## src/rtl/sobel_3x3_if.sv

```systemverilog
// Pixel stream bundle between the line buffer taps, the Sobel stage and its consumer.
// master drives samples and the clken strobe; slave returns the edge pixel stream.
interface sobel_3x3_if #(
  parameter int DATA_WIDTH = 8
);
  logic                  clken;
  logic [DATA_WIDTH-1:0] row_top;
  logic [DATA_WIDTH-1:0] row_mid;
  logic [DATA_WIDTH-1:0] row_bot;
  logic [DATA_WIDTH-1:0] dout;
  logic                  dout_valid;
  logic                  dout_last;

  modport master (
    output clken, row_top, row_mid, row_bot,
    input  dout, dout_valid, dout_last
  );

  modport slave (
    input  clken, row_top, row_mid, row_bot,
    output dout, dout_valid, dout_last
  );
endinterface

```

## src/rtl/sobel_3x3.sv

```systemverilog
// 3x3 Sobel |Gx|+|Gy| edge stage, 4-stage pipeline, one output pixel per input pixel.
// Optional SOBEL_BINARY_EN: binarise the saturated magnitude against THRESHOLD.
module sobel_3x3 #(
  parameter int DATA_WIDTH = 8,
  parameter int IMG_WIDTH  = 128,
  parameter int IMG_HEIGHT = 128,
  parameter int THRESHOLD  = 64
) (
  input  logic        clk,
  input  logic        rst_n,
  sobel_3x3_if.slave  pix
);

   localparam int STAGES = 4;
   localparam int PW     = DATA_WIDTH + 2;
   localparam int MW     = DATA_WIDTH + 3;
   localparam int CW     = (IMG_WIDTH  > 1) ? $clog2(IMG_WIDTH)  : 1;
   localparam int RW     = (IMG_HEIGHT > 1) ? $clog2(IMG_HEIGHT) : 1;
   localparam logic [CW-1:0] COL_LAST = CW'(IMG_WIDTH - 1);
   localparam logic [RW-1:0] ROW_LAST = RW'(IMG_HEIGHT - 1);
   localparam logic [MW-1:0] PIX_MAX  = MW'((1 << DATA_WIDTH) - 1);

   typedef struct packed {
      logic [PW-1:0] gx_pos;
      logic [PW-1:0] gx_neg;
      logic [PW-1:0] gy_pos;
      logic [PW-1:0] gy_neg;
      logic          inner;
      logic          last;
   } s2_t;

   typedef struct packed {
      logic [MW-1:0] mag;
      logic          inner;
      logic          last;
   } s3_t;

   // win[r][c]: r=0 top .. 2 bottom, c=0 oldest .. 2 newest
   logic [2:0][2:0][DATA_WIDTH-1:0] win;
   logic [CW-1:0]         col;
   logic [RW-1:0]         row;
   logic                  tag_inner, tag_last;
   logic [STAGES:1]       vld_pipe;
   s2_t                   s2, s2_d;
   s3_t                   s3, s3_d;
   logic [DATA_WIDTH-1:0] sat, edge_val;
   logic [DATA_WIDTH-1:0] dout_q;
   logic                  last_q;

   function automatic logic [PW-1:0] tri_sum(input logic [DATA_WIDTH-1:0] a,
                                             input logic [DATA_WIDTH-1:0] b,
                                             input logic [DATA_WIDTH-1:0] c);
      return PW'(a) + (PW'(b) << 1) + PW'(c);
   endfunction

   function automatic logic [PW-1:0] abs_diff(input logic [PW-1:0] a, input logic [PW-1:0] b);
      return (a >= b) ? (a - b) : (b - a);
   endfunction

   // Stage 1: window shift and position tag, advanced only on clken
   always_ff @(posedge clk or negedge rst_n) begin
      if (!rst_n) begin
         win       <= '0;
         col       <= '0;
         row       <= '0;
         tag_inner <= 1'b0;
         tag_last  <= 1'b0;
      end else if (pix.clken) begin
         for (int r = 0; r < 3; r++) begin
            win[r][0] <= win[r][1];
            win[r][1] <= win[r][2];
         end
         win[0][2] <= pix.row_top;
         win[1][2] <= pix.row_mid;
         win[2][2] <= pix.row_bot;
         tag_inner <= (row >= RW'(2)) && (col >= CW'(2));
         tag_last  <= (row == ROW_LAST) && (col == COL_LAST);
         if (col == COL_LAST) begin
            col <= '0;
            row <= (row == ROW_LAST) ? '0 : row + RW'(1);
         end else begin
            col <= col + CW'(1);
         end
      end
   end

   always_comb begin
      s2_d        = '0;
      s2_d.gx_pos = tri_sum(win[0][2], win[1][2], win[2][2]);
      s2_d.gx_neg = tri_sum(win[0][0], win[1][0], win[2][0]);
      s2_d.gy_pos = tri_sum(win[2][0], win[2][1], win[2][2]);
      s2_d.gy_neg = tri_sum(win[0][0], win[0][1], win[0][2]);
      s2_d.inner  = tag_inner;
      s2_d.last   = tag_last;
   end

   always_comb begin
      s3_d       = '0;
      s3_d.mag   = MW'(abs_diff(s2.gx_pos, s2.gx_neg)) + MW'(abs_diff(s2.gy_pos, s2.gy_neg));
      s3_d.inner = s2.inner;
      s3_d.last  = s2.last;
   end

   always_comb begin
      sat = (s3.mag > PIX_MAX) ? '1 : s3.mag[DATA_WIDTH-1:0];
`ifdef SOBEL_BINARY_EN
      edge_val = (MW'(sat) >= MW'(THRESHOLD)) ? '1 : '0;
`else
      edge_val = sat;
`endif
      if (!s3.inner) edge_val = '0;
   end

   // Stages 2-4 run every clk; the valid bit marks which slots carry real pixels
   always_ff @(posedge clk or negedge rst_n) begin
      if (!rst_n) begin
         vld_pipe <= '0;
         s2       <= '0;
         s3       <= '0;
         dout_q   <= '0;
         last_q   <= 1'b0;
      end else begin
         vld_pipe <= {vld_pipe[STAGES-1:1], pix.clken};
         s2       <= s2_d;
         s3       <= s3_d;
         if (vld_pipe[STAGES-1]) begin
            dout_q <= edge_val;
            last_q <= s3.last;
         end
      end
   end

   assign pix.dout       = dout_q;
   assign pix.dout_valid = vld_pipe[STAGES];
   assign pix.dout_last  = last_q;

endmodule

```

## src/flat_wrapper.sv

```systemverilog
// flat-port wrapper written by rule: the top's interface ports become plain ports
module sobel_3x3_flat 
#(
  parameter int DATA_WIDTH = 8,
  parameter int IMG_WIDTH  = 128,
  parameter int IMG_HEIGHT = 128,
  parameter int THRESHOLD  = 64
)
  (clk, rst_n, pix_clken, pix_row_top, pix_row_mid, pix_row_bot, pix_dout, pix_dout_valid, pix_dout_last);
  sobel_3x3_if #(.DATA_WIDTH(DATA_WIDTH)) pix_i ();
  input  logic clk;
  input  logic rst_n;
  input wire logic [$bits(pix_i.clken)-1:0] pix_clken;
  input wire logic [$bits(pix_i.row_top)-1:0] pix_row_top;
  input wire logic [$bits(pix_i.row_mid)-1:0] pix_row_mid;
  input wire logic [$bits(pix_i.row_bot)-1:0] pix_row_bot;
  output wire logic [$bits(pix_i.dout)-1:0] pix_dout;
  output wire logic [$bits(pix_i.dout_valid)-1:0] pix_dout_valid;
  output wire logic [$bits(pix_i.dout_last)-1:0] pix_dout_last;
  assign pix_i.clken = pix_clken;
  assign pix_i.row_top = pix_row_top;
  assign pix_i.row_mid = pix_row_mid;
  assign pix_i.row_bot = pix_row_bot;
  assign pix_dout = pix_i.dout;
  assign pix_dout_valid = pix_i.dout_valid;
  assign pix_dout_last = pix_i.dout_last;
  sobel_3x3 #(.DATA_WIDTH(DATA_WIDTH), .IMG_WIDTH(IMG_WIDTH), .IMG_HEIGHT(IMG_HEIGHT), .THRESHOLD(THRESHOLD)) u_core (.clk(clk), .rst_n(rst_n), .pix(pix_i));
endmodule
```

## config.mk

```make
export PLATFORM = sky130hd
export DESIGN_NAME = sobel_3x3_flat
export DESIGN_NICKNAME = d
export VERILOG_FILES = /design/src/rtl/sobel_3x3_if.sv /design/src/rtl/sobel_3x3.sv /design/src/flat_wrapper.sv
export SDC_FILE = /design/constraint.sdc
export NUM_CORES = 1
export LEC_CHECK = 0
export ABC_AREA = 1
export CAP_MARGIN = 20
export CORE_ASPECT_RATIO = 1.25
export CORE_UTILIZATION = 28
export DETAILED_ROUTE_END_ITERATION = 10
export HOLD_SLACK_MARGIN = 0.08
export PLACE_DENSITY_LB_ADDON = 0.1
export SYNTH_ARGS = -nofsm -noshare
export SYNTH_HDL_FRONTEND = slang
export SYNTH_SLANG_ARGS = --single-unit
```

## constraint.sdc

```tcl
create_clock -name clk -period 2.56 [get_ports clk]
set_input_delay 0.256 -clock clk [delete_from_list [all_inputs] [get_ports clk]]
set_output_delay 0.256 -clock clk [all_outputs]
set_load 0.02 [all_outputs]
```

Yosys cells after proc, flatten, opt, wreduce, memory -nomap -nowiden
Index checks and enable logic that the tools add are counted.
{"block": "op_classes", "add_sub_neg": 15, "n_lt_le_gt_ge": 5, "n_eq_ne": 2, "mux": 6, "n_reduce_logical": 3}
{"op": "10-bit by 8-bit adder with 10-bit output", "n": 4}
{"op": "8-bit by 9-bit adder with 10-bit output", "n": 4}
{"op": "10-bit subtractor", "n": 4}
{"op": "10-bit greater-or-equal comparator", "n": 2}
{"op": "10-bit 2-to-1 mux", "n": 2}
{"op": "8-bit 2-to-1 mux", "n": 2}
{"op": "7-bit by 1-bit adder with 7-bit output (second input constant)", "n": 2}
{"op": "7-bit equality test (second input constant)", "n": 2}
{"op": "7-bit by 2-bit greater-or-equal comparator with 1-bit output (second input constant)", "n": 2}
{"op": "7-bit 2-to-1 mux", "n": 2}
{"op": "10-bit by 10-bit adder with 11-bit output", "n": 1}
{"op": "11-bit by 8-bit greater-than comparator with 1-bit output (second input constant)", "n": 1}
{"op": "1-bit logical AND", "n": 2}
{"op": "2-bit AND reduction", "n": 1}
{"block": "word_totals", "regBits": 156, "output_inout_bits": 10, "elab_cells": 56}

Depth between registers and ports, before layout
{"block": "logic_depth", "word_depth": 3, "ltp_mapped": 19, "ltp_nobuf": 18}

Worst setup path after synthesis
OpenSTA, ideal clock, no wires.
{"block": "synth_timing", "path_type": "flip-flop to flip-flop", "start": "register u_core.s2[12] (netlist name)", "end": "register u_core.s3[10] (netlist name)", "setup_time_ns": 0.079, "arrival_time_ns": 2.666, "t_required_ns": 2.481, "slack_ns": -0.185, "stages_incl_launch_ff": 16, "n_path_buf": 0, "synth_period_minus_slack_ns": 2.745, "cell_sequence": "dfrtp_1 -> inv_1 -> ha_1 -> inv_1 -> fa_1 -> nand2_1 -> nand3_2 -> nand2_1 -> nand2_4 -> o21ai_1 -> inv_1 -> fa_1 -> o21ai_0 -> nand3_1 -> nand3_1 -> xor2_1"}
{"element": "start: declaration", "line": "sobel_3x3.sv:44", "source": "s2_t s2, s2_d;"}
{"element": "start signal: assignment", "line": "sobel_3x3.sv:118", "source": "s2 <= '0;"}
{"element": "start signal: assignment", "line": "sobel_3x3.sv:124", "source": "s2 <= s2_d;"}
{"element": "end signal: assignment", "line": "sobel_3x3.sv:119", "source": "s3 <= '0;"}
{"element": "end signal: assignment", "line": "sobel_3x3.sv:125", "source": "s3 <= s3_d;"}
{"element": "end: declaration", "line": "sobel_3x3.sv:45", "source": "s3_t s3, s3_d;"}

==> flow_summary.ini <==
[outcome]
outcome = finished with violations
violations = setup timing

[clock_network]
clock_latency_ns = 0.43
cts.sinks = 156
cts.clk_slew.worst_paths_ns = 0.06
cts_max_path_buffers = 2
cts-root-buf = clkbuf_16
cts_tree = built
htree_levels = 4
cts_buffers = 17

[worst_setup_path]
worstPathMaxFanout = 6
cp.arrival_ns = 3.02
end_kind = flop
setup.worst_path.start = u_core.s2[32]$_DFF_PN0_
critPathKind = reg -> reg
cp-start-kind = flop
worstPathRequired_ns = 2.92
worstReg2RegStart = u_core.s2[32]$_DFF_PN0_

[placed_design]
dp_hpwl_mm = 18.9
preCtsSetupSlack_ns = -0.298
io_buffers = 36
place_congestion = 0.823

[global_routing]
grt_max_degree = 74
grt_pass1_vias = 8054
grt.total_usage = 0.148
overflow = 0
antenna_found_initial = 0
grt_pass1_wl_mm = 41.2

[synthesis]
synth.area.top_cells = dfrtp_1 (40%), nand2_1 (16%), ha_1 (11%)
ys_ff_latch = 156
netlist_instances = 1181
async_reset_ff_frac = 1.00
synth_top_area_frac = 0.396
synth_cell_types = 40
synth_edf_count = 0
netlist_area_mm2 = 0.00985
synth_warnings = 0
synth.avg_cell_area_um2 = 8.34
ys_seq_area_frac = 0.396
synth_area_leader_cell = dfrtp_1
dominantRegCellSynth = dfrtp_1
syn_nets = 1333

[floorplanning]
rows = 76
core_area_mm2 = 0.0345
die_width_um = 170
io_pins = 37
die_h_um = 212
start_util = 0.285
dieArea_mm2 = 0.0359

[cells_and_area]
area_growth_pct = 29.7
fillCellCount = 3605
antenna_cells = 0
multi_input_area_mm2 = 0.00574
regArea_mm2 = 0.00391
fin_nets = 1482
layout-drive-gt1-share = 0.191

[drt]
antenna_left = 0
first_pass_iters = 4
wl_per_cell_um = 13.5
drtIter0Drc = 262
num_vias = 7720
drc = 0
viasPerCell = 4.27
wl_mm = 24.4

[timing]
finalCriticalPeriod_ns = 2.66
worst_slack_ns = -0.0991
clock_skew_ns = 0.00956
hold_viol = 0
whs_ns = 0.347
slew_violations = 0
post-route-period-util = 1.04
rsz0062_at_grt = true
worst_pin_slew_ns = 0.820
setup_violations = 5
fmaxAchievable_ghz = 0.376
timing.slew.headroom = 0.453

[hold_path]
min-delay-path-class = reg -> reg
min-delay-start = u_core.vld_pipe[2]$_DFF_PN0_

[run]
drv_cap = 0
==> cells in the mapped netlist (all sizes together), types with 7 or more instances <==
master,n
a21oi,44
buf,16
clkbuf,12
dfrtp,156
fa,37
ha,88
inv,154
nand2,423
nand3,79
nand4,17
nor2,42
o21ai,25
o21bai,7
o22ai,9
xnor2,16
xor2,34
==> cells in the final DEF, fill, tap and decap left out, drive strengths merged, types with 18 or more instances in the layout <==
cell             n
clkdlybuf4s50   34
dfrtp          156
ha              88
nand2          424
nand4           18
fa              37
buf            120
a21oi           44
xor2            34
nand3           79
inv            155
o21ai           25
nor2            42
clkbuf          21
==> cell families (layout without fill, tap and decap cells) <==
| logic type | count (synthesis) | in the layout | share of synthesized area |
|---|---|---|---|
| xor gates and xnor gates | 50 | 50 | 0.0445 |
| AOI/OAI and AO/OA | 98 | 98 | 0.0567 |
| DFF | 156 | 156 | 0.396 |
| and+or+nand+nor | 569 | 571 | 0.241 |
| muxes | 1 | 1 | 0.00114 |
| buffers and inverters | 182 | 341 | 0.0727 |
| adders and majority gates | 125 | 125 | 0.187 |
==> flip-flops by register name, indices dropped and copies added, names as in the netlist <==
name / flops
u_core.col: 7
u_core.tag_last: 1
u_core.s3: 13
u_core.win: 72
u_core.tag_inner: 1
u_core.pix.dout: 8
u_core.pix.dout_last: 1
u_core.row: 7
u_core.s2: 42
u_core.vld_pipe: 4
==> layout make-up <==
type                            count  share of cell area
Tap cell                          468              0.0459
Timing Repair Buffer              156               0.103
Multi-Input combinational cell    845               0.449
Clock inverter                     10              0.0147
Inverter                          154              0.0453
Clock buffer                       21              0.0361
Sequential cell                   156               0.306
==> stage by stage <==
step / cells / utilization / cell area [um2] / TNS [ns]
after floorplan: 1181 / - / 9850 / 0
after global placement: 1765 / 0.333 / 11500 / -1.65
after detailed placement: 1765 / 0.333 / 11500 / -1.75
after CTS: 1802 / 0.359 / 12400 / -0.543
after global routing: 1810 / 0.370 / 12800 / -1.50
final: 1810 / 0.370 / 12800 / -0.291
==> layer usage <==
metal / routed length (um) / part of all wire / track usage
met1: 11000 / 0.45 / 0.179
met2: 12400 / 0.51 / 0.261
met3: 448 / 0.018 / 0.0275
met4: 616 / 0.025 / 0.0553
met5: 0 / 0 / 0
==> final timing paths <==
path / slack [ns] / endpoint / cells past startpoint
min reg2reg: 0.35 / u_core.vld_pipe[3]$_DFF_PN0_ / 0
max in group asynchronous: 1.48 / u_core.s2[7]$_DFF_PN0_ / 3
max reg2reg: -0.1 / u_core.s3[10]$_DFF_PN0_ / 13
min: 0.35 / u_core.vld_pipe[3]$_DFF_PN0_ / 0
max: -0.1 / u_core.s3[10]$_DFF_PN0_ / 13
min in group asynchronous: 0.38 / u_core.win[47]$_DFFE_PN0P_ / 2
==> worst max-delay path: stages, from the launching register on <==
cell	delay [ns]
dfrtp_1	0.37
inv_1	0.06
ha_2	0.17
inv_2	0.05
fa_2	0.37
nand3_4	0.14
nand4_4	0.17
o21ai_4	0.25
inv_2	0.06
fa_2	0.42
o21ai_4	0.21
nand3_2	0.09
nand3_2	0.08
xor2_1	0.14
==> repair_timing <==
action	in CTS	in global routing
cloned	2	0
endpoints found under the hold margin	54	0
endpoints found under the setup margin	12	15
pin swaps	18	24
buffers inserted	3	8
hold buffers	2	0
gates resized for setup	43	63
Power is left out: the tool's default activity adds up to more than one toggle a clock period on the data nets, which glitch-free logic cannot reach.
==> patch 1 (config.mk and constraints unchanged) <==
`IMG_WIDTH` is set to 128 in 2 places; all go to 256.
--- a/src/rtl/sobel_3x3.sv
+++ b/src/rtl/sobel_3x3.sv
@@ -4,3 +4,3 @@
   parameter int DATA_WIDTH = 8,
-  parameter int IMG_WIDTH  = 128,
+  parameter int IMG_WIDTH  = 256,
   parameter int IMG_HEIGHT = 128,
--- a/src/flat_wrapper.sv
+++ b/src/flat_wrapper.sv
@@ -4,3 +4,3 @@
   parameter int DATA_WIDTH = 8,
-  parameter int IMG_WIDTH  = 128,
+  parameter int IMG_WIDTH  = 256,
   parameter int IMG_HEIGHT = 128,
Behaviour: no difference found for any inputs over 10 cycles, from zero or initial values and one cycle with rst_n low; that may be too few to reach the edited logic, so the function may still have changed.
==> patch 1 against the unedited design <==
  * The run still ends with negative setup slack left
  * Clock skew shrank 0.00084 ns
  * Design area is 0.61% lower
  * Global-route usage fell by 0.12 points
  * Area after synthesis rose by 0.24%
  * Routed wire length rose by 0.71%
  * Sequential cell count increased by 1
  * Worst setup slack gained 0.0021 ns
  * Worst hold slack got worse by 0.20 ns
  * Die area rose by 0.24%
  * Highest routed layer unchanged
Power is left out: the tool's default activity adds up to more than one toggle a clock period on the data nets, which glitch-free logic cannot reach.
==> patch 1: results (changes against the unedited design) <==
* Worst-path fanout max at 5 (-1)
* Clock buffers at 19 (-9.5%)
* Top_reg_cell synth: dfrtp_1
* Clock latency on the worst-skew pair at 0.44 ns
* Worst slew margin at 0.427 (-0.0262)
* Multi-input gate area at 5750 µm² (+0.15%)
* Buffers excl. clock at 150 (-3.8%)
* Netlist cell types at 37 (-7.5%)
* #MultiIn Comb at 858 (+1.5%)
* Non-Clock Buffer Area Fraction at 0.0989 (-0.00381)
* Hpwl dp at 19000 µm (+0.45%)
* PortBufs at 36 (unchanged)
* Worst R2R Start: u_core.s2[12]$_DFF_PN0_
* Seq/Total Area, Yosys at 0.398 (+0.00158)
* Final net count at 1489 (+0.47%)
* H-tree depth at 4 (unchanged)
* Finish-stage setup viols at 3 (-2)
* Hold path depth at 4 (+4)
* Filler cells at 3695 (+2.5%)
* Yosys Warn Count at 0 (unchanged)
* Drt wl/cell at 13.5 µm (+0.26%)
* Clock buffer depth at 2 (unchanged)
* Status: finished, violations left
* Min-delay src: pix_clken
* Share of cells above drive strength 1 at 0.194 (+0.00331)
* CTS root buf: clkbuf_16
* Number of sequential cells at 157 (+0.64%)
* Worst setup path class: register to register
* Pre-Repair DR Iteration Count at 4 (unchanged)
* Commonest cells post-synth: nand2_1 (423), dfrtp_1 (157), inv_1 (149)
* Syn nets at 1345 (+0.90%)
* GRT Overall Usage at 0.147 (-0.00118)
* First-pass GRT wire length at 40600 µm (-1.4%)
* Inverters at 153 (-0.65%)
* Vias post-DR at 7693 (-0.35%)
* Reg2Reg Depth at 17 (+4)
* WP data arrival at 2.99 ns (-0.03 ns)
* Storage cell area at 3930 µm² (+0.58%)
* RePlAce Congestion at 0.854 (+3.9%)
* Setup ws final at -0.0970 ns (+0.00212 ns)
* Violated checks: negative setup slack
* Setup WS pre-CTS at -0.232 ns (+0.0659 ns)
* CTS clk-pin slew, worst paths at 0.07 ns
* ANT cells at 0 (unchanged)
* Skew final at 0.00873 ns (-0.000836 ns)
* Worst Hold Path EP: u_core.col[0]$_DFFE_PN0P_
* Final clock-cell share at 0.0468 (-0.00393)
* 1st-iter DRT viols at 295 (+13%)
* Synth area leaders: dfrtp_1 (40%), nand2_1 (16%), ha_1 (11%), fa_1 (7.5%), inv_1 (5.7%)
* Pin count of the biggest net entering global routing at 78 (+5.4%)
* Vias in the first global route at 7769 (-3.5%)
* Worst reg2reg endpoint: u_core.s3[11]$_DFF_PN0_
* Worst Hold Class: input port to register
[patch 1: kinds of logic after synthesis]
family | after synthesis | synth area share
buf+inv | 180 | 0.0720
compound gates | 105 | 0.0574
mux | 1 | 0.00114
xor+xnor | 49 | 0.0435
fa+ha+maj | 125 | 0.187
flops | 157 | 0.398
simple gates | 576 | 0.241
[patch 1: critical path, cell delays in order (launching register included)]
cell,delay [ns]
dfrtp_1,0.38
inv_1,0.06
ha_2,0.16
inv_2,0.04
fa_2,0.36
nand2_2,0.10
nand3_4,0.09
buf_4,0.16
a21oi_4,0.18
nand3_2,0.09
nand2_2,0.08
inv_2,0.07
ha_4,0.30
nand2_1,0.07
nor2_2,0.14
nand3_2,0.11
nand4_1,0.10
nand2_1,0.06
[patch 1: layer usage]
layer / track usage / vias to the layer above / part of all wire
li1: - / 4023 / -
met1: 0.183 / 3566 / 0.46
met2: 0.254 / 75 / 0.50
met3: 0.0277 / 29 / 0.020
met4: 0.0519 / 0 / 0.025
met5: 0 / - / 0
[patch 1: per-stage QoR]
stage	cells	area [µm²]	util	TNS, ns	hold slack [ns]
floorplan	1193	9880	-	-0.0244	-0.0396
global placement	1776	11500	0.332	-1.28	0.137
detailed placement	1776	11500	0.332	-1.40	0.136
CTS	1815	12500	0.361	-0.148	0.117
global route	1818	12700	0.367	-1.19	0.153
finish	1818	12700	0.367	-0.170	0.142
[patch 1: timing repair]
| action | in CTS | in global routing |
|---|---|---|
| gates cloned | 1 | 1 |
| endpoints found under the hold margin | 113 | 0 |
| pin swaps | 19 | 18 |
| buffers inserted | 6 | 2 |
| hold buffers | 1 | 0 |
| gates resized for setup | 76 | 45 |
| setup endpoints to repair | 10 | 15 |
==> patch 2 (config.mk and constraints unchanged) <==
Made on the original files. Make the reset (`rst_n`) synchronous in 2 clocked blocks.
--- a/src/rtl/sobel_3x3.sv
+++ b/src/rtl/sobel_3x3.sv
@@ -60,3 +60,3 @@
    // Stage 1: window shift and position tag, advanced only on clken
-   always_ff @(posedge clk or negedge rst_n) begin
+   always_ff @(posedge clk) begin
       if (!rst_n) begin
@@ -114,3 +114,3 @@
    // Stages 2-4 run every clk; the valid bit marks which slots carry real pixels
-   always_ff @(posedge clk or negedge rst_n) begin
+   always_ff @(posedge clk) begin
       if (!rst_n) begin
Function: differs if rst_n is asserted again (counterexample within 10 cycles, from zero or initial values and one cycle with rst_n low); with rst_n held inactive, the same outputs for 10 cycles.
==> patch 2 against the unedited design <==
  * The run still ends with negative setup slack left
  * Clock skew rose by 0.0093 ns
  * Sequential cell count unchanged
  * Critical path depth up 4
  * Area after synthesis is 1.7% lower
  * Worst hold slack worse by 0.22 ns
  * Design area down 0.22%
  * Die area fell by 1.7%
  * Worst setup slack better by 0.025 ns
  * Routed wire length up 11%
  * Critical path type unchanged
  * Highest routed layer unchanged
==> patch 2: results (changes against the unedited design) <==
* Status: finished, violations left
* Violated checks: negative setup slack
* Reg2Reg Depth at 17 (+4)
* Synth area leaders: dfxtp_1 (32%), ha_1 (11%), nand2_1 (11%), nor2_1 (8.4%), fa_1 (7.7%)
* Setup ws final at -0.0744 ns (+0.0247 ns)
* Worst Hold Path EP: u_core.s2[39]$_SDFF_PN0_
* Netlist cell types at 45 (+13%)
* Worst slew margin at 0.575 (+0.121)
* Drt wl/cell at 14.1 µm (+4.1%)
* Largest stage delay on the critical path at 0.38 ns (-0.04 ns)
* Xor and xnor area share after synthesis at 0.0136 (-0.0309)
* Commonest cells post-synth: nand2_1 (279), nor2_1 (216), inv_1 (182)
* RePlAce Congestion at 0.865 (+5.2%)
* Critical Path Stages at 17 (+4)
* Cell Count, Final, Fillers Out at 1932 (+6.7%)
* Setup WS pre-CTS at -0.322 ns (-0.0234 ns)
* GRT Overall Usage at 0.163 (+0.0143)
* Final net count at 1648 (+11%)
* Placed cell area at 11300 µm² (-2.0%)
* Worst reg2reg endpoint: u_core.s3[10]$_SDFF_PN0_
* 1st-iter DRT viols at 254 (-3.1%)
* Syn nets at 1508 (+13%)
* Setup TNS at -0.254 ns (+0.0369 ns)
* Seq/Total Area, Yosys at 0.323 (-0.0737)
* Pre-Repair DR Iteration Count at 5 (+1)
* Finish-stage setup viols at 8 (+3)
* Async SR Flop Fraction at 0 (-1.00)
* Gate Count Post-Synth at 1356 (+15%)
* CP delay by family, top: adder cells
* First-pass GRT wire length at 44900 µm (+9.2%)
* Hpwl dp at 20700 µm (+9.3%)
* Multiplexer share of the synthesized area at 0 (-0.00114)
* CP endpoint: u_core.s3[10]$_SDFF_PN0_
* Worst-path fanout max at 8 (+2)
* Worst R2R Start: u_core.s2[12]$_SDFF_PN0_
* Share of cells above drive strength 1 at 0.211 (+0.0200)
* Skew final at 0.0188 ns (+0.00926 ns)
* Min-delay src: rst_n
* WP data arrival at 2.98 ns (-0.04 ns)
* Worst Hold Slack at 0.127 ns (-0.220 ns)
* Filler cells at 3614 (+0.25%)
* Vias in the first global route at 8794 (+9.2%)
* Vias post-DR at 8624 (+12%)
patch 2: changes by cell type in the layout (fill, tap and decap cells not counted), sizes merged, moves of 8 or more:
cell	delta
inv	+33
nor3	+8
xnor2	-13
nor2	+180
dfxtp	+156
o21ai	+94
a21oi	+32
dfrtp	-156
o22ai	-9
nand2	-137
xor2	-22
patch 2: layer usage:
| metal | global-route usage | share of wire | vias to the layer above |
|---|---|---|---|
| met5 | 0 | 0 | - |
| met4 | 0.0693 | 0.031 | 0 |
| met3 | 0.0192 | 0.015 | 42 |
| met2 | 0.291 | 0.50 | 88 |
| met1 | 0.195 | 0.45 | 3914 |
| li1 | - | - | 4580 |
patch 2: layout make-up:
cell class | instances | area [µm²] | share of cell area
clock buffer | 21 | 480 | 0.0377
clock inverter | 11 | 109 | 0.00855
inverter | 187 | 704 | 0.0553
multi-input combinational | 976 | 6450 | 0.507
sequential | 156 | 3140 | 0.246
tap | 423 | 529 | 0.0415
timing repair buffer | 158 | 1320 | 0.104
